`config.mk`:
```
export PLATFORM = sky130hd
export DESIGN_NAME = pq_req_arb
export DESIGN_NICKNAME = d
export VERILOG_FILES = /design/src/rtl/pq_pkg.sv /design/src/rtl/pq_req_arb_rr_arb.sv /design/src/rtl/pq_req_arb.sv
export SDC_FILE = /design/constraint.sdc
export NUM_CORES = 1
export LEC_CHECK = 0
export ABC_AREA = 1
export BUFFER_PORTS_ARGS = -buffer_cell sky130_fd_sc_hd__buf_2
export CORE_MARGIN = 10
export CORE_UTILIZATION = 49
export CTS_BUF_LIST = sky130_fd_sc_hd__clkbuf_16
export DETAILED_ROUTE_END_ITERATION = 10
export PLACE_DENSITY = 0.8
export SLEW_MARGIN = 20
export SYNTH_ARGS = -nofsm -noshare
export SYNTH_HDL_FRONTEND = slang
export SYNTH_SLANG_ARGS = --single-unit
export TNS_END_PERCENT = 20
```
`constraint.sdc`:
```
create_clock -name clk -period 2.47 [get_ports clk]
set_input_delay 0.247 -clock clk [delete_from_list [all_inputs] [get_ports clk]]
set_output_delay 0.247 -clock clk [all_outputs]
set_load 0.005 [all_outputs]
```
`src/rtl/pq_pkg.sv`:
```
// pq_pkg: shared key/value type and arbiter state encoding for the PQ request path
package pq_pkg;
    localparam int PQ_KW = 8;
    localparam int PQ_VW = 8;
    typedef struct packed {
        logic [PQ_KW-1:0] key;
        logic [PQ_VW-1:0] value;
    } kv_t;
    typedef enum logic [1:0] {IDLE, ISSUE, WAIT, RESP} pq_arb_state_t;
endpackage

```
`src/rtl/pq_req_arb_rr_arb.sv`:
```
// rr_arb: combinational rotating-priority encoder
// i_req: request vector, i_ptr: highest-priority index
// o_idx: first set request at or after i_ptr (cyclic), o_any: any request set
module rr_arb #(
    parameter int N  = 4,
    parameter int IW = $clog2(N)
) (
    input  logic [N-1:0]  i_req,
    input  logic [IW-1:0] i_ptr,
    output logic [IW-1:0] o_idx,
    output logic          o_any
);
    logic [IW-1:0] w_j;
    // scan from the farthest offset down so the nearest hit wins
    always_comb begin
        o_idx = '0;
        w_j   = '0;
        for (int k = N - 1; k >= 0; k--) begin
            w_j = IW'((int'(i_ptr) + k) % N);
            if (i_req[w_j]) o_idx = w_j;
        end
    end
    assign o_any = |i_req;
endmodule

```
`src/rtl/pq_req_arb.sv`:
```
// pq_req_arb: round-robin sequencer sharing one priority queue among NREQ requesters
// req_*: per-requester valid/op/kv in, one-hot req_ack out
// rsp_*: acknowledge response (id, dequeued kv, reject flag)
// pq_*: strobes and data to the PQ, head/full/empty/busy back from it
// op_cnt/err_cnt: saturating counts of completed and rejected ops
module pq_req_arb
    import pq_pkg::*;
#(
    parameter int NREQ = 4,
    parameter int KW   = 8,
    parameter int VW   = 8,
    parameter int CNTW = 16,
    localparam int W   = KW + VW,
    localparam int IW  = $clog2(NREQ)
) (
    input  logic            clk,
    input  logic            rst,
    input  logic [NREQ-1:0] req_valid,
    input  logic [NREQ-1:0] req_op,
    input  logic [NREQ*W-1:0] req_kv,
    output logic [NREQ-1:0] req_ack,
    output logic            rsp_valid,
    output logic [IW-1:0]   rsp_id,
    output logic [W-1:0]    rsp_kv,
    output logic            rsp_err,
    output logic            pq_enq,
    output logic            pq_deq,
    output logic [W-1:0]    pq_kvi,
    input  logic [W-1:0]    pq_kvo,
    input  logic            pq_full,
    input  logic            pq_empty,
    input  logic            pq_busy,
    output logic [CNTW-1:0] op_cnt,
    output logic [CNTW-1:0] err_cnt
);
    pq_arb_state_t   r_state;
    logic [IW-1:0]   r_ptr;
    logic [IW-1:0]   r_id;
    logic            r_op;
    logic            r_err;
    logic [W-1:0]    r_kv;
    logic [W-1:0]    r_data;
    logic [CNTW-1:0] r_op_cnt;
    logic [CNTW-1:0] r_err_cnt;
    logic [IW-1:0]   w_idx;
    logic            w_any;
    logic            w_rej;

    rr_arb #(.N(NREQ), .IW(IW)) u_rr (
        .i_req (req_valid),
        .i_ptr (r_ptr),
        .o_idx (w_idx),
        .o_any (w_any)
    );

    assign w_rej     = req_op[w_idx] ? pq_empty : pq_full;
    assign rsp_valid = r_state == RESP;
    assign req_ack   = rsp_valid ? NREQ'(1) << r_id : '0;
    assign rsp_id    = rsp_valid ? r_id : '0;
    assign rsp_kv    = rsp_valid ? r_data : '0;
    assign rsp_err   = rsp_valid & r_err;
    assign pq_enq    = (r_state == ISSUE) & ~r_op;
    assign pq_deq    = (r_state == ISSUE) & r_op;
    assign pq_kvi    = pq_enq ? r_kv : '0;
    assign op_cnt    = r_op_cnt;
    assign err_cnt   = r_err_cnt;

    always_ff @(posedge clk or posedge rst) begin
        if (rst) begin
            r_state   <= IDLE;
            r_ptr     <= '0;
            r_id      <= '0;
            r_op      <= 1'b0;
            r_err     <= 1'b0;
            r_kv      <= '0;
            r_data    <= '0;
            r_op_cnt  <= '0;
            r_err_cnt <= '0;
        end else begin
            case (r_state)
                IDLE: if (w_any) begin
                    r_id    <= w_idx;
                    r_op    <= req_op[w_idx];
                    r_kv    <= req_kv[w_idx*W +: W];
                    r_data  <= '0;
                    r_err   <= w_rej;
                    r_state <= w_rej ? RESP : ISSUE;
                end
                ISSUE: begin
                    // head is sampled alongside the dequeue strobe, before the PQ pops it
                    if (r_op) r_data <= pq_kvo;
                    r_state <= WAIT;
                end
                WAIT: if (!pq_busy) r_state <= RESP;
                RESP: begin
                    if (r_err) r_err_cnt <= r_err_cnt + CNTW'(~&r_err_cnt);
                    else r_op_cnt <= r_op_cnt + CNTW'(~&r_op_cnt);
                    r_ptr   <= (r_id == IW'(NREQ - 1)) ? '0 : r_id + 1'b1;
                    r_state <= IDLE;
                end
                default: r_state <= IDLE;
            endcase
        end
    end
endmodule
```
# ---- After elaboration in Yosys (flattened, before gate mapping)
# Index checks and enable logic that the tools add are counted.
dict set report totals {
  reg_bits 72
}
dict set report op_classes {
  n_addsub 6
  n_lt_le_gt_ge 5
  eq_ne 7
  shift 2
  mux 27
  n_bitwise 5
  reduce_logical 12
}
# cell count
set ops {}
lappend ops {{$mux W16} 4}
lappend ops {{$shiftx A64 B7 Y16} 1}
lappend ops {{$add A16 B1 Y16} 2}
lappend ops {{$pmux W16 S2} 1}
lappend ops {{$reduce_and A16 Y1} 2}
lappend ops {{$mux W2} 9}
lappend ops {{$lt A2 B3 Y1 const B} 5}
lappend ops {{$bmux W1 S2} 5}
lappend ops {{$pmux W2 S4} 1}
lappend ops {{$reduce_and A2 Y1} 4}
lappend ops {{$eq A2 B2 Y1 const B} 3}
lappend ops {{$mux W1} 6}
lappend ops {{$add A2 B1 Y2 const B} 2}
lappend ops {{$add A2 B2 Y2 const B} 2}
lappend ops {{$mux W4} 1}
lappend ops {{$ne A2 B2 Y1 const B} 2}
lappend ops {{$reduce_or A4 Y1} 1}
lappend ops {{$shl A1 B2 Y4 const A} 1}
lappend ops {{$and A1 B1 Y1} 3}
lappend ops {{$reduce_and A3 Y1} 1}
lappend ops {{$eq A2 B1 Y1 const B} 1}
lappend ops {{$logic_not A1 Y1} 2}
lappend ops {{$logic_not A2 Y1} 1}
lappend ops {{$ne A2 B1 Y1 const B} 1}
lappend ops {{other kinds (2)} 3}

# ---- Depth between registers and ports, before layout
dict set report logic_depth {
  depth_word 13
  mapped_depth 15
}

# ---- Cells and area by module
# From an unflattened synthesis, not the netlist that was laid out.
dict set report hier_totals {
  cells_unflattened 619
  hier_area_um2 4450.5
}
# module instances cells_each area_each_um2
set by_module_without_submodules {}
lappend by_module_without_submodules {pq_req_arb 1 573 4261.6}
lappend by_module_without_submodules {rr_arb 1 46 188.9}

# ---- Worst setup path after synthesis
# Ideal clock, no wire load.
dict set report synth_path {
  kind {reg-to-reg}
  start {reg r_op_cnt[7], in the netlist op_cnt[7]}
  end {reg r_op_cnt[14], in the netlist op_cnt[14]}
  setup_time_ns 0.123
  arrival_time_ns 1.890
  path_slack_ns 0.457
  stages_incl_launch_ff 14
  n_path_buf 0
  period_less_slack_ns 2.013
  cell_sequence {dfrtp_1 > nand2_1 > nor2_1 > nand4_1 > ha_1 > ha_1 > nand2_1 > nor2_1 > nand3_1 > nor2_2 > nand3_1 > nor2_1 > nand3_1 > xor2_1}
}
dict set report synth_between {
  elab_chain_cells 3
}
# item line
set synth_lines {}
lappend synth_lines {{start, declared} pq_req_arb.sv:43} ;# logic [CNTW-1:0] r_op_cnt;
lappend synth_lines {{start signal, assigned} pq_req_arb.sv:97} ;# else r_op_cnt <= r_op_cnt + CNTW'(~&r_op_cnt);
lappend synth_lines {{$reduce_and A16 Y1} pq_req_arb.sv:97}
lappend synth_lines {{$logic_not A1 Y1} pq_req_arb.sv:97}
lappend synth_lines {{$add A16 B1 Y16 *} pq_req_arb.sv:97}
# Every way passes the cells marked *; elsewhere a longest branch is shown, timed or not.
# A chain may end at the register's enable or synchronous reset.

# ---- Final worst setup path
dict set report layout_path {
  start {reg r_op_cnt[2], in the netlist op_cnt[2]}
  end {reg r_op_cnt[15], in the netlist op_cnt[15]}
}
# The elaborated chain is that of the path after synthesis.

==> results.md <==
| Quantity | Reported | Unit |
|:---|:---|:---|
| Share of synthesized cell area in and, or, nand and nor gates | 27.9 | % |
| Cell count after synthesis | 574 | - |
| Worst-case vdd ir drop | 0.000627 | V |
| Remaining antenna violation count | 0 | - |
| Xor and xnor area share after synthesis | 5.72 | % |
| Final routed wire length divided by cell count | 13.6 | um |
| Cell chosen for the clock root | sky130_fd_sc_hd__clkbuf_16 | - |
| Max-slew headroom at the worst pin | 44.0 | % |
| Number of max-capacitance violations reported | 0 | - |
| Detailed-router iteration count before antenna repair | 4 | - |
| Ordered cell list for the critical path | nand2_1 -> nor4_1 -> nand4_1 -> ha_1 -> nand3_1 -> nor2_1 -> nand4_1 -> nand3b_1 -> nor2_1 -> nand4_1 -> nor3_1 -> xor2_1 | - |
| Net Count, Synth | 680 | - |
| Number of buffers created by CTS | 9 | - |
| Outcome | completed | - |
| Clock Sink Count | 72 | - |
| Critical path depth in cells | 12 | - |
| Count of nets after finishing | 844 | - |
| Vias post-DR | 4185 | - |
| Average via count per standard cell | 4.92 | - |
| Endpoint required time on the critical path | 2.71 | ns |
| Endpoints failing setup | 0 | - |
| Number of cells after detailed placement | 834 | - |
| Min-Delay Path Depth | 3 | - |
| Clock latency on the worst-skew pair | 0.32 | ns |
| Worst reg2reg path endpoint | op_cnt[15] | - |
| R2r worst-path depth | 12 | - |
| Drt total wl | 11.6 | mm |
| Starting DRC count in detailed routing | 227 | - |
| Core occupancy in the finished layout | 63.6 | % |
| Buffer levels on the longest clock path | 2 | - |
| DIE AREA | 12900 | um^2 |
| Power density of the placed cells | 1110 | nW/um^2 |
| Start of the worst register-to-register path | op_cnt[2] | - |
| Largest stage delay, worst path | 0.41 | ns |
| Worst hold-check slack | 0.193 | ns |
| Initial Util | 49.6 | % |
| Pin count of the biggest net entering global routing | 48 | - |
| RSZ-0062 raised after global routing | false | - |
| Fraction of the mapped netlist area in adder cells | 3.80 | % |
| Peak Freq | 441 | MHz |
| Die height | 114 | um |
| CP startpoint | op_cnt[2] | - |
| Gate family responsible for the most delay along the worst path | simple AND/OR/NAND/NOR gates | - |
| Share of power burned in combinational logic | 51.0 | % |
| Lkg Pwr | 0.00323 | uW |
| Overall die width | 114 | um |
| Final global-route overflow total | 0 | - |
| Number of antenna diodes | 0 | - |
| Overall fraction of global-route tracks in use | 17.8 | % |
| Fillers | 788 | - |
| H-tree lvl count | 3 | - |
| Slack of the worst reg-to-reg path | 0.20 | ns |
| Portion of the clock cycle consumed by the worst path in the final layout | 91.7 | % |
| Number of standard-cell rows in the floorplan | 34 | - |
| Worst slew pin tran | 0.838 | ns |
| Post-route minimum period | 2.27 | ns |
| Dominant combinational cell family by area after synthesis | simple AND/OR/NAND/NOR gates | - |
| Clock power frac | 19.2 | % |
| WS Path Type | register to register | - |
| Internal Power | 3360 | uW |
| Sw frac | 44.8 | % |
| Final number of max-transition violations | 0 | - |
| Fraction of final layout cells sized beyond drive strength 1 | 27.7 | % |
| Part of the Yosys area used for sequential elements | 42.0 | % |
| Yosys synthesis warning count | 0 | - |
| Hold Crit Class | input port to register | - |
| Avg Synthesized Cell Area | 7.47 | um^2 |
| I/O pin count | 167 | - |
| DRC violations left | 0 | - |
| Final instance count without filler cells | 851 | - |
| Wire length of the first global-routing pass | 19.5 | mm |
| Cell occurring most often along the worst timing path | sky130_fd_sc_hd__nand4_1 | - |
| Fraction of the mapped netlist area in compound gates | 9.93 | % |
| Flip-flop and latch count after synthesis | 72 | - |
| Area Overhead vs Synth | 28.1 | % |
| Post-Route Setup TNS | 0 | ns |
| Maximum fanout along the worst path | 4 | - |
| Count of buffer and inverter cells on the critical path | 0 | - |
| Sequential cell fraction of total power | 29.8 | % |
| Mux share of post-synthesis cell area | 0 | % |
| Initial antenna violation count | 0 | - |
| Endpoints failing hold | 0 | - |
| Termination of the worst setup path | op_cnt[15] | - |
| TritonCTS clock tree | yes | - |
| Core ar. | 8640 | um^2 |
| Library cells used by synthesis | 34 | - |
| HPWL reported at the end of detailed placement | 9.37 | mm |
| Arrival @ worst endpoint | 2.51 | ns |
| CTS clk-pin slew, worst paths | 0.06 | ns |
| Worst Setup Start Kind | register | - |
| Max stage delay cell, worst path | sky130_fd_sc_hd__dfrtp_1 | - |
| Weighted congestion at the end of routability-driven global placement | 0.862 | - |
| Net load switching power | 2720 | uW |
| Worst clock skew on the final layout | 0.00879 | ns |
| Post-synthesis instance area | 4290 | um^2 |
| Endpoint type of the worst setup path | register | - |
| Port buffer count | 166 | - |
| Vias in the first global route | 4343 | - |
worst min path at each step:
stage               startpoint    endpoint  slack (ns)
floorplan            pq_kvo[0]   r_data[0]        0.41
global placement           rst  err_cnt[5]        0.30
detailed placement         rst  err_cnt[2]        0.31
CTS                  pq_kvo[2]   r_data[2]        0.18
global route         pq_kvo[2]   r_data[2]        0.19
finish               pq_kvo[2]   r_data[2]        0.19
registers in the layout (all words and copies together), names as in the netlist:
name and count:
r_data 16, r_ptr 2, r_err 1, r_kv 16, op_cnt 16, r_op 1
r_id 2, r_state 2, err_cnt 16
area by class of cell:
cell class | count | area (um^2) | area share [%]
Tap cell | 108 | 135 | 2.46
Timing Repair Buffer | 175 | 913 | 16.6
Multi-Input combinational cell | 392 | 2030 | 37.0
Sequential cell | 72 | 1800 | 32.8
Clock buffer | 9 | 225 | 4.10
Inverter | 88 | 332 | 6.04
Clock inverter | 7 | 47.5 | 0.866
tightest hold or removal path, stage by stage:
cell and delay [ns]:
sky130_fd_sc_hd__buf_2 0.10, sky130_fd_sc_hd__nand2_1 0.05, sky130_fd_sc_hd__o21ai_0 0.07
cell families after synthesis:
family                   count (synthesis)
AO/OA/AOI/OAI                           70
XOR/XNOR                                28
adder cells (fa/ha/maj)                 13
AND/OR/NAND/NOR                        281
flip-flops                              72
buffers and inverters                  110
synth_stat cells (all sizes together):
library cell,instances,area share (%)
a21boi,1,0.18
a21oi,1,0.12
a31oi,11,1.6
buf,11,2.0
clkbuf,11,0.96
clkinv,1,0.12
dfrtp,72,42
ha,13,3.8
inv,87,7.6
nand2,164,15
nand3,29,3.8
nand3b,1,0.18
nand4,9,1.3
nor2,63,5.6
nor3,4,0.47
nor3b,1,0.18
nor4,4,0.58
o211ai,22,3.9
o21ai,35,4.2
or2,6,0.88
xnor2,14,2.9
xor2,14,2.9
stage by stage:
step | setup slack, ns | area [um^2] | power (uW)
6_report | 0.205 | 5490 | 6070
5_1_grt | 0.0112 | 5490 | 6670
4_1_cts | 0.00686 | 5490 | 6120
3_5_place_dp | 0.0182 | 5200 | 4930
3_3_place_gp | 0.131 | 5200 | 4830
2_1_floorplan | 0.398 | 4290 | 4140
routing by layer:
| metal | GRT usage [%] | part of all wire (%) | routed length (um) |
|---|---|---|---|
| met1 | 20.7 | 43 | 5000 |
| met2 | 28.4 | 44 | 5120 |
| met3 | 7.98 | 11 | 1260 |
| met4 | 6.51 | 1.9 | 225 |
| met5 | 0 | 0 | 0 |
repair_timing:
item | 4_1_cts | 5_1_grt
hold endpoints to repair | 22 | 0
gates resized for setup | 0 | 3
hold buffers | 1 | 0
setup endpoints to repair | 0 | 17
buffers inserted | 0 | 0
cell usage in the layout, fill, tap and decap left out, types with 2 or more instances in the layout:
cell,instances
sky130_fd_sc_hd__inv_1,85
sky130_fd_sc_hd__nor3_1,4
sky130_fd_sc_hd__buf_2,166
sky130_fd_sc_hd__nand2_1,157
sky130_fd_sc_hd__nor2_1,62
sky130_fd_sc_hd__clkinv_2,3
sky130_fd_sc_hd__xnor2_1,14
sky130_fd_sc_hd__nand4_1,9
sky130_fd_sc_hd__o21ai_1,6
sky130_fd_sc_hd__clkinv_4,2
sky130_fd_sc_hd__ha_1,13
sky130_fd_sc_hd__or2_0,5
sky130_fd_sc_hd__buf_4,7
sky130_fd_sc_hd__a31oi_1,10
sky130_fd_sc_hd__inv_2,3
sky130_fd_sc_hd__o211ai_1,22
sky130_fd_sc_hd__nor4_1,4
sky130_fd_sc_hd__nand3_1,27
sky130_fd_sc_hd__xor2_1,14
sky130_fd_sc_hd__clkbuf_16,9
sky130_fd_sc_hd__dfrtp_1,71
sky130_fd_sc_hd__o21ai_0,28
sky130_fd_sc_hd__nand2_2,6
power by group through the flow:
stage          logic (uW)  registers [uW]  clock network (uW)
5_1_grt              3570            1860                1240
3_3_place_gp         3030            1810                   0
6_report             3100            1810                1160
2_1_floorplan        2390            1750                   0
4_1_cts              3120            1810                1190
3_5_place_dp         3110            1820                   0
Power figures use the tool's default switching activity.
